--- src/rtl/veer_types.sv ---
// Shared types and legal-range constants for the execution-unit multiplier.
package veer_types;

    localparam int MUL_STAGES_MIN = 3;
    localparam int MUL_STAGES_MAX = 6;

    typedef struct packed {
        logic valid;
        logic rs1_sign;
        logic rs2_sign;
        logic low;
        logic load_byp_rs1;
        logic load_byp_rs2;
    } mul_pipe_pkt_t;

endpackage

--- src/rtl/exu_mul_pipe_stage.sv ---
// One pipeline stage: a data register plus its valid bit.
// Flush beats freeze; data loads on upstream valid (or clk_override) when not frozen.
module exu_mul_pipe_stage #(
    parameter int DW = 8
) (
    input  logic          clk,
    input  logic          rst_l,
    input  logic          flush,
    input  logic          freeze,
    input  logic          clk_override,
    input  logic          vld_i,
    input  logic [DW-1:0] data_i,
    output logic          vld_o,
    output logic [DW-1:0] data_o
);

    logic          vld_q, vld_d;
    logic [DW-1:0] data_q;
    logic          data_en;

    assign vld_d   = flush ? 1'b0 : (freeze ? vld_q : vld_i);
    assign data_en = (vld_i | clk_override) & ~freeze;

    always_ff @(posedge clk or negedge rst_l) begin
        if (!rst_l) begin
            vld_q  <= 1'b0;
            data_q <= '0;
        end else begin
            vld_q <= vld_d;
            if (data_en) data_q <= data_i;
        end
    end

    assign vld_o  = vld_q;
    assign data_o = data_q;

endmodule

--- src/rtl/exu_mul_pipe.sv ---
// Pipelined signed/unsigned integer multiplier: issue register, operand/bypass
// stage, then the product carried through STAGES-2 registers to the output.
module exu_mul_pipe
    import veer_types::*;
#(
    parameter int WIDTH  = 32,
    parameter int STAGES = 3,
    parameter int TAG_W  = 5
) (
    input  logic                 clk,
    input  logic                 rst_l,
    input  logic                 clk_override,
    input  logic                 freeze,
    input  logic                 flush,
    input  mul_pipe_pkt_t        mp,
    input  logic [TAG_W-1:0]     tag_in,
    input  logic [WIDTH-1:0]     a,
    input  logic [WIDTH-1:0]     b,
    input  logic [WIDTH-1:0]     lsu_result,
    output logic [WIDTH-1:0]     out,
    output logic                 out_valid,
    output logic [TAG_W-1:0]     tag_out
);

    if (!(WIDTH == 32 || WIDTH == 64) ||
        STAGES < MUL_STAGES_MIN || STAGES > MUL_STAGES_MAX) begin : g_bad_param
        $error("exu_mul_pipe: illegal WIDTH=%0d or STAGES=%0d", WIDTH, STAGES);
    end

    typedef struct packed {
        logic [TAG_W-1:0] tag;
        logic             s1;
        logic             s2;
        logic             low;
        logic             byp1;
        logic             byp2;
        logic [WIDTH-1:0] a;
        logic [WIDTH-1:0] b;
    } iss_t;

    typedef struct packed {
        logic [TAG_W-1:0] tag;
        logic             low;
        logic             neg_a;
        logic [WIDTH-1:0] opa;
        logic             neg_b;
        logic [WIDTH-1:0] opb;
    } opr_t;

    typedef struct packed {
        logic [TAG_W-1:0]   tag;
        logic               low;
        logic [2*WIDTH-1:0] prod;
    } prd_t;

    logic [STAGES:0] vld_pipe;
    iss_t            iss_d, iss_q;
    opr_t            opr_d, opr_q;
    prd_t            prd_in;
    prd_t            prd_pipe [0:STAGES-2];

    logic signed [2*WIDTH-1:0] xa, xb;

    assign vld_pipe[0] = mp.valid;

    always_comb begin
        iss_d      = '0;
        iss_d.tag  = tag_in;
        iss_d.s1   = mp.rs1_sign;
        iss_d.s2   = mp.rs2_sign;
        iss_d.low  = mp.low;
        iss_d.byp1 = mp.load_byp_rs1;
        iss_d.byp2 = mp.load_byp_rs2;
        iss_d.a    = a;
        iss_d.b    = b;
    end

    exu_mul_pipe_stage #(.DW($bits(iss_t))) u_iss (
        .clk(clk), .rst_l(rst_l), .flush(flush), .freeze(freeze),
        .clk_override(clk_override),
        .vld_i(vld_pipe[0]), .data_i(iss_d),
        .vld_o(vld_pipe[1]), .data_o(iss_q)
    );

    // Load data replaces the operand here so a late-arriving load can feed the multiply.
    always_comb begin
        opr_d       = '0;
        opr_d.tag   = iss_q.tag;
        opr_d.low   = iss_q.low;
        opr_d.opa   = iss_q.byp1 ? lsu_result : iss_q.a;
        opr_d.opb   = iss_q.byp2 ? lsu_result : iss_q.b;
        opr_d.neg_a = iss_q.s1 & opr_d.opa[WIDTH-1];
        opr_d.neg_b = iss_q.s2 & opr_d.opb[WIDTH-1];
    end

    exu_mul_pipe_stage #(.DW($bits(opr_t))) u_opr (
        .clk(clk), .rst_l(rst_l), .flush(flush), .freeze(freeze),
        .clk_override(clk_override),
        .vld_i(vld_pipe[1]), .data_i(opr_d),
        .vld_o(vld_pipe[2]), .data_o(opr_q)
    );

    // Sign-extending the (WIDTH+1)-bit operands to 2*WIDTH gives the exact low 2*WIDTH product bits.
    assign xa = {{(WIDTH-1){opr_q.neg_a}}, opr_q.neg_a, opr_q.opa};
    assign xb = {{(WIDTH-1){opr_q.neg_b}}, opr_q.neg_b, opr_q.opb};

    always_comb begin
        prd_in      = '0;
        prd_in.tag  = opr_q.tag;
        prd_in.low  = opr_q.low;
        prd_in.prod = xa * xb;
    end

    assign prd_pipe[0] = prd_in;

    for (genvar i = 0; i < STAGES - 2; i++) begin : g_prd
        exu_mul_pipe_stage #(.DW($bits(prd_t))) u_prd (
            .clk(clk), .rst_l(rst_l), .flush(flush), .freeze(freeze),
            .clk_override(clk_override),
            .vld_i(vld_pipe[2+i]), .data_i(prd_pipe[i]),
            .vld_o(vld_pipe[3+i]), .data_o(prd_pipe[i+1])
        );
    end

    always_comb begin
        out_valid = vld_pipe[STAGES];
        out       = '0;
        tag_out   = '0;
        if (out_valid) begin
            out     = prd_pipe[STAGES-2].low ? prd_pipe[STAGES-2].prod[WIDTH-1:0]
                                             : prd_pipe[STAGES-2].prod[2*WIDTH-1:WIDTH];
            tag_out = prd_pipe[STAGES-2].tag;
        end
    end

endmodule

--- config.mk ---
export PLATFORM = sky130hd
export DESIGN_NAME = exu_mul_pipe
export DESIGN_NICKNAME = d
export VERILOG_FILES = /design/src/rtl/veer_types.sv /design/src/rtl/exu_mul_pipe_stage.sv /design/src/rtl/exu_mul_pipe.sv
export SDC_FILE = /design/constraint.sdc
export NUM_CORES = 2
export LEC_CHECK = 0
export CORE_MARGIN = 2
export CORE_UTILIZATION = 65
export DETAILED_ROUTE_END_ITERATION = 10
export MAX_ROUTING_LAYER = met4
export PLACE_DENSITY = 0.84
export SETUP_SLACK_MARGIN = 0.15
export SYNTH_ARGS = -nofsm -noshare
export SYNTH_HDL_FRONTEND = slang
export SYNTH_SLANG_ARGS = --single-unit
export TNS_END_PERCENT = 30
--- constraint.sdc ---
create_clock -name clk -period 19.3 [get_ports clk]
set_input_delay 3.86 -clock clk [delete_from_list [all_inputs] [get_ports clk]]
set_output_delay 3.86 -clock clk [all_outputs]
set_load 0.02 [all_outputs]
# Word level (Yosys, flattened, before mapping)
# Cells that the tools add are included.
# W data, S select, Z words.
[classes]
shifts = 0
bitwise = 9
mul = 1
add_sub_neg = 0
magnitude_cmp = 0
div_mod_pow = 0
reduce_logical = 0
mux = 11
eq_ne = 1
[op_table]
columns = ["operator", "count"]
rows = [
  ["$mux W32", 4],
  ["$mul A33 B33 Y64", 1],
  ["$mux W1", 6],
  ["$and A1 B1 Y1", 5],
  ["$mux W5", 1],
  ["$or A1 B1 Y1", 3],
  ["$ne A2 B1 Y1 const B", 1],
  ["$not A1 Y1", 1],
]
[totals]
inputBits = 112
wordCells = 28
romBits = 0
ramBits = 0
ff_bits = 219
output_inout_bits = 38
latchBits = 0
memories = 0

# Logic depth before layout (Yosys ltp)
[logic_depth]
depth_word = 2
ltp_mapped = 29
mapped_depth_nobuf = 26

# Cells and area by module
# Synthesis repeated with hierarchy kept, for this count alone.
[hier_totals]
hier_cells = 4743
hier_area_um2 = 48491.5
[modules_own_cells]
columns = ["mod", "instances", "seq_area_each_um2", "area_per_inst_um2", "cells_each"]
rows = [
  ["exu_mul_pipe", 1, 0.0, 39574.2, 4276],
  ["exu_mul_pipe_stage at u_iss", 1, 1876.8, 3108.0, 160],
  ["exu_mul_pipe_stage at u_opr", 1, 1826.8, 3093.0, 156],
  ["exu_mul_pipe_stage at g_prd[0].u_prd", 1, 1776.7, 2716.4, 151],
]

# Least setup slack after synthesis
# Ideal clock, no wire load.
[synth_timing]
path_kind = "reg-to-reg"
start = "register u_opr.data_q[3], in the netlist u_opr.data_o[3]"
end = "register g_prd[0].u_prd.data_q[61]"
t_required_ns = 19.166
path_buffers = 3
slack_ns = 11.332
period_less_slack_ns = 7.968
t_arrival_ns = 7.834
stages_incl_launch_ff = 28
setup_time_ns = 0.134
path_cell_list = "dfrtp_1 clkbuf_1 clkbuf_1 nand2_1 inv_1 fa_1 fa_1 fa_1 inv_1 fa_1 inv_1 fa_1 fa_1 fa_1 inv_1 fa_1 inv_1 ha_1 clkbuf_1 a21o_1 a21o_1 a211oi_1 o221ai_1 nor4_1 nor2_1 o221ai_1 xor2_1 o21ai_0"
[synth_via]
elab_chain_cells = 1
[synth_rtl]
columns = ["item", "line", "source"]
rows = [
  ["start: declaration", "exu_mul_pipe_stage.sv:18", "logic [DW-1:0] data_q;"],
  ["start signal: assignment", "exu_mul_pipe_stage.sv:30", "if (data_en) data_q <= data_i;"],
  ["$mul A33 B33 Y64", "exu_mul_pipe.sv:111", "prd_in.prod = xa * xb;"],
  ["end signal: assignment", "exu_mul_pipe_stage.sv:30", ""],
  ["end: declaration", "exu_mul_pipe_stage.sv:18", ""],
]
# Every way passes these cells.
# A chain may end at the register's enable or synchronous reset.

# Final worst setup path
[layout_timing]
start = "register u_opr.data_q[1], in the netlist u_opr.data_o[1]"
end = "register g_prd[0].u_prd.data_q[59]"
# The elaborated chain is that of the path after synthesis.

==> metrics <==
run status completed; wire length per cell 20.2 µm; Die Wd 275 µm; Post-DP HPWL 93900 µm; number of library cell types mapped by synthesis 63; unrepaired setup endpoints after global routing false; post-cts gate resize count 0; Synth Area in Simple Gates 15.1%; synth top area cells fa_1 (47%), dfrtp_1 (12%), inv_1 (8.6%); Clock Tree Root clkbuf_16; CTS Sinks 219; DR iter-0 viols 2330; CTS Hold Bufs 0; Nets 6382; Max Slew Vio Count 0; global route overflow 0; Worst-Skew Late Latency 0.55 ns; warnings from Yosys 0; core box area 0.0727 mm²; Relative slew margins 25.6%; Startpoint Class flip-flop; CP Data Arrival Time 9.61 ns; crit path max fanout 34; sequential area share after synthesis 11.5%; setup TNS 0 ns; Multi-input gate area 0.0370 mm²; Worst path max stage delay 1.01 ns; biggest area consumer among synthesized cells fa_1; Setup CP Type reg -> reg; EDFF count, synth 0; MaxCap Viol Count 0; Crit. End Element flip-flop; Post-Synth Adder-Cell Area 52.9%; Fin Hold WS 0.468 ns; I/O pin total 150; Clock transition at path regs 0.07 ns; Pre-Repair DR Iteration Count 6; CP most frequent cell fa_1; number of port buffers 149; initial antenna violation count 3; dominant synthesized flop cell dfrtp_1; fillcell total 5176; RePlAce Congestion 0.977; met2 routed wirelength 61700 µm; Post-Route M1 WL 43100 µm; combinational family with the most area after synthesis adder cells; via density per instance 5.74; Sequential Area 0.00549 mm²; share of cells above drive strength 1 4.44%; TritonCTS clock tree yes; slew at the pin closest to its max-slew limit 1.11 ns; Top Metal Used met4; Syn Inst Count 4967; synthesized area per cell 9.58 µm²; Die H 275 µm; GRT Util Overall 35.2%; Worst EP required 19.69 ns; Initial Utilization 65.5%; Worst Skew 0.0229 ns; Mapped Nets 6416; Post-Synth XOR/XNOR Area 1.36%; Synth Area in Compound Gates 4.29%; delay-heaviest family, CP adder cells; row cnt 99; Area Overhead vs Synth 6.39%; DRC violations left 0; CP Cell Sequence and2_1 > fa_1 > fa_1 > fa_1 > inv_1 > fa_1 > inv_1 > fa_1 > fa_1 > fa_1 > inv_1 > fa_1 > inv_1 > ha_1 > a21o_1 > a21o_1 > a211oi_1 > o221ai_1 > nor4_1 > nor2_1 > a31oi_1 > xor2_1 > o21ai_0; WL final 120000 µm; CTS Buf Count 24; largest net degree at the start of global routing 148; first-pass GRT wire length 200000 µm; postcts setup bufs 0; Routed Antenna Nets 0; Max Freq 109 MHz; mux cell area share after synthesis 4.00%; Final min period 9.22 ns; period utilisation layout 47.8%; routed vias 33900; final hold vios 0; Final setup violation count 0; register bit total from synthesis 219; top cell type's share of synthesized area 47.3%; Bufs and invs on worst path 4; ys async rst share 100%; Mapped Area 0.0476 mm²; number of global-route vias before repair 38600; worst-case clock buffer depth 3; routed wire length on met3 8150 µm; HP Class reg -> reg; crit path max-delay cell type fa_1; H-tree depth 1; die area 0.0754 mm²
==> worst min-delay path, stage by stage (launching register included) <==
cell and delay, ns:
dfrtp_1 0.34, nand2_1 0.05, nand2_1 0.05
==> per-layer routing <==
| metal | vias to the layer above | GRT usage [%] |
|---|---|---|
| li1 | 14400 | - |
| met1 | 17600 | 41.9 |
| met2 | 1445 | 59.8 |
| met3 | 465 | 4.41 |
| met4 | 0 | 16.5 |
| met5 | - | - |
==> path summary, 6_finish.rpt <==
| check | from | to | slack [ns] | cells after the start |
|---|---|---|---|---|
| max | u_opr.data_o[1] | g_prd[0].u_prd.data_o[59] | 10.08 | 23 |
| min | u_opr.data_o[66] | g_prd[0].u_prd.data_o[64] | 0.47 | 2 |
| max reg2reg | u_opr.data_o[1] | g_prd[0].u_prd.data_o[59] | 10.08 | 23 |
| min reg2reg | u_opr.data_o[66] | g_prd[0].u_prd.data_o[64] | 0.47 | 2 |
| max in group asynchronous | rst_l | u_opr.data_o[39] | 14.19 | 2 |
| min in group asynchronous | rst_l | u_iss.data_o[29] | 3.47 | 1 |
==> area by class of cell <==
cell class                      count  share of cell area, %
Antenna cell                        2                0.00988
Tap cell                          959                   2.37
Multi-Input combinational cell   3375                   73.0
Clock inverter                     12                  0.319
Inverter                         1091                   8.09
Timing Repair Buffer              222                   4.04
Clock buffer                       31                   1.32
Sequential cell                   219                   10.8
==> synth_stat cells (all sizes together) (15+ instances only) <==
master and instances:
a21oi 72, nand2 722, xnor2 45, o21ai 132
clkbuf 267, mux2 81, nand3 15, nor2 51
dfrtp 219, mux2i 99, buf 15, xor2 29
fa 1125, nor2b 57, nand4 18, ha 212
and2 549, a21o 40, inv 1091
==> state kept, by name, summed over array words and instances (netlist names) <==
register	flops
g_prd.u_prd.vld_o	1
g_prd.u_prd.data_o	70
u_opr.vld_o	1
u_opr.data_o	72
u_iss.vld_o	1
u_iss.data_o	74
==> per-stage QoR <==
stage	utilization [%]	area, µm²	std cells	setup WS [ns]
after global placement	68.5	49800	5866	10.23
after global routing	69.7	50600	5911	9.53
after detailed placement	68.5	49800	5866	10.11
final	69.7	50600	5911	10.08
after CTS	69.6	50600	5909	10.08
after floorplan	-	47600	4967	11.33
==> logic make-up (layout without fill, tap and decap cells) <==
| group | Yosys count | count (layout) |
|---|---|---|
| simple gates | 1459 | 1459 |
| buf+inv | 1373 | 1356 |
| fa+ha+maj | 1337 | 1337 |
| compound gates | 325 | 325 |
| flops | 219 | 219 |
| mux | 180 | 180 |
| xor+xnor | 74 | 74 |
| other cells | 0 | 2 |
==> layout by cell type (no fill, tap or decap), drive strengths merged, types with 45 or more instances in the layout <==
cell type / netlist / routed
fa: 1125 / 1125
inv: 1091 / 1094
nand2: 722 / 722
and2: 549 / 549
dfrtp: 219 / 219
ha: 212 / 212
clkdlybuf4s50: 0 / 148
o21ai: 132 / 132
mux2i: 99 / 99
mux2: 81 / 81
buf: 15 / 74
a21oi: 72 / 72
nor2b: 57 / 57
nor2: 51 / 51
xnor2: 45 / 45
Power is left out: the tool's default activity adds up to more than one toggle a clock period on the data nets, which glitch-free logic cannot reach.
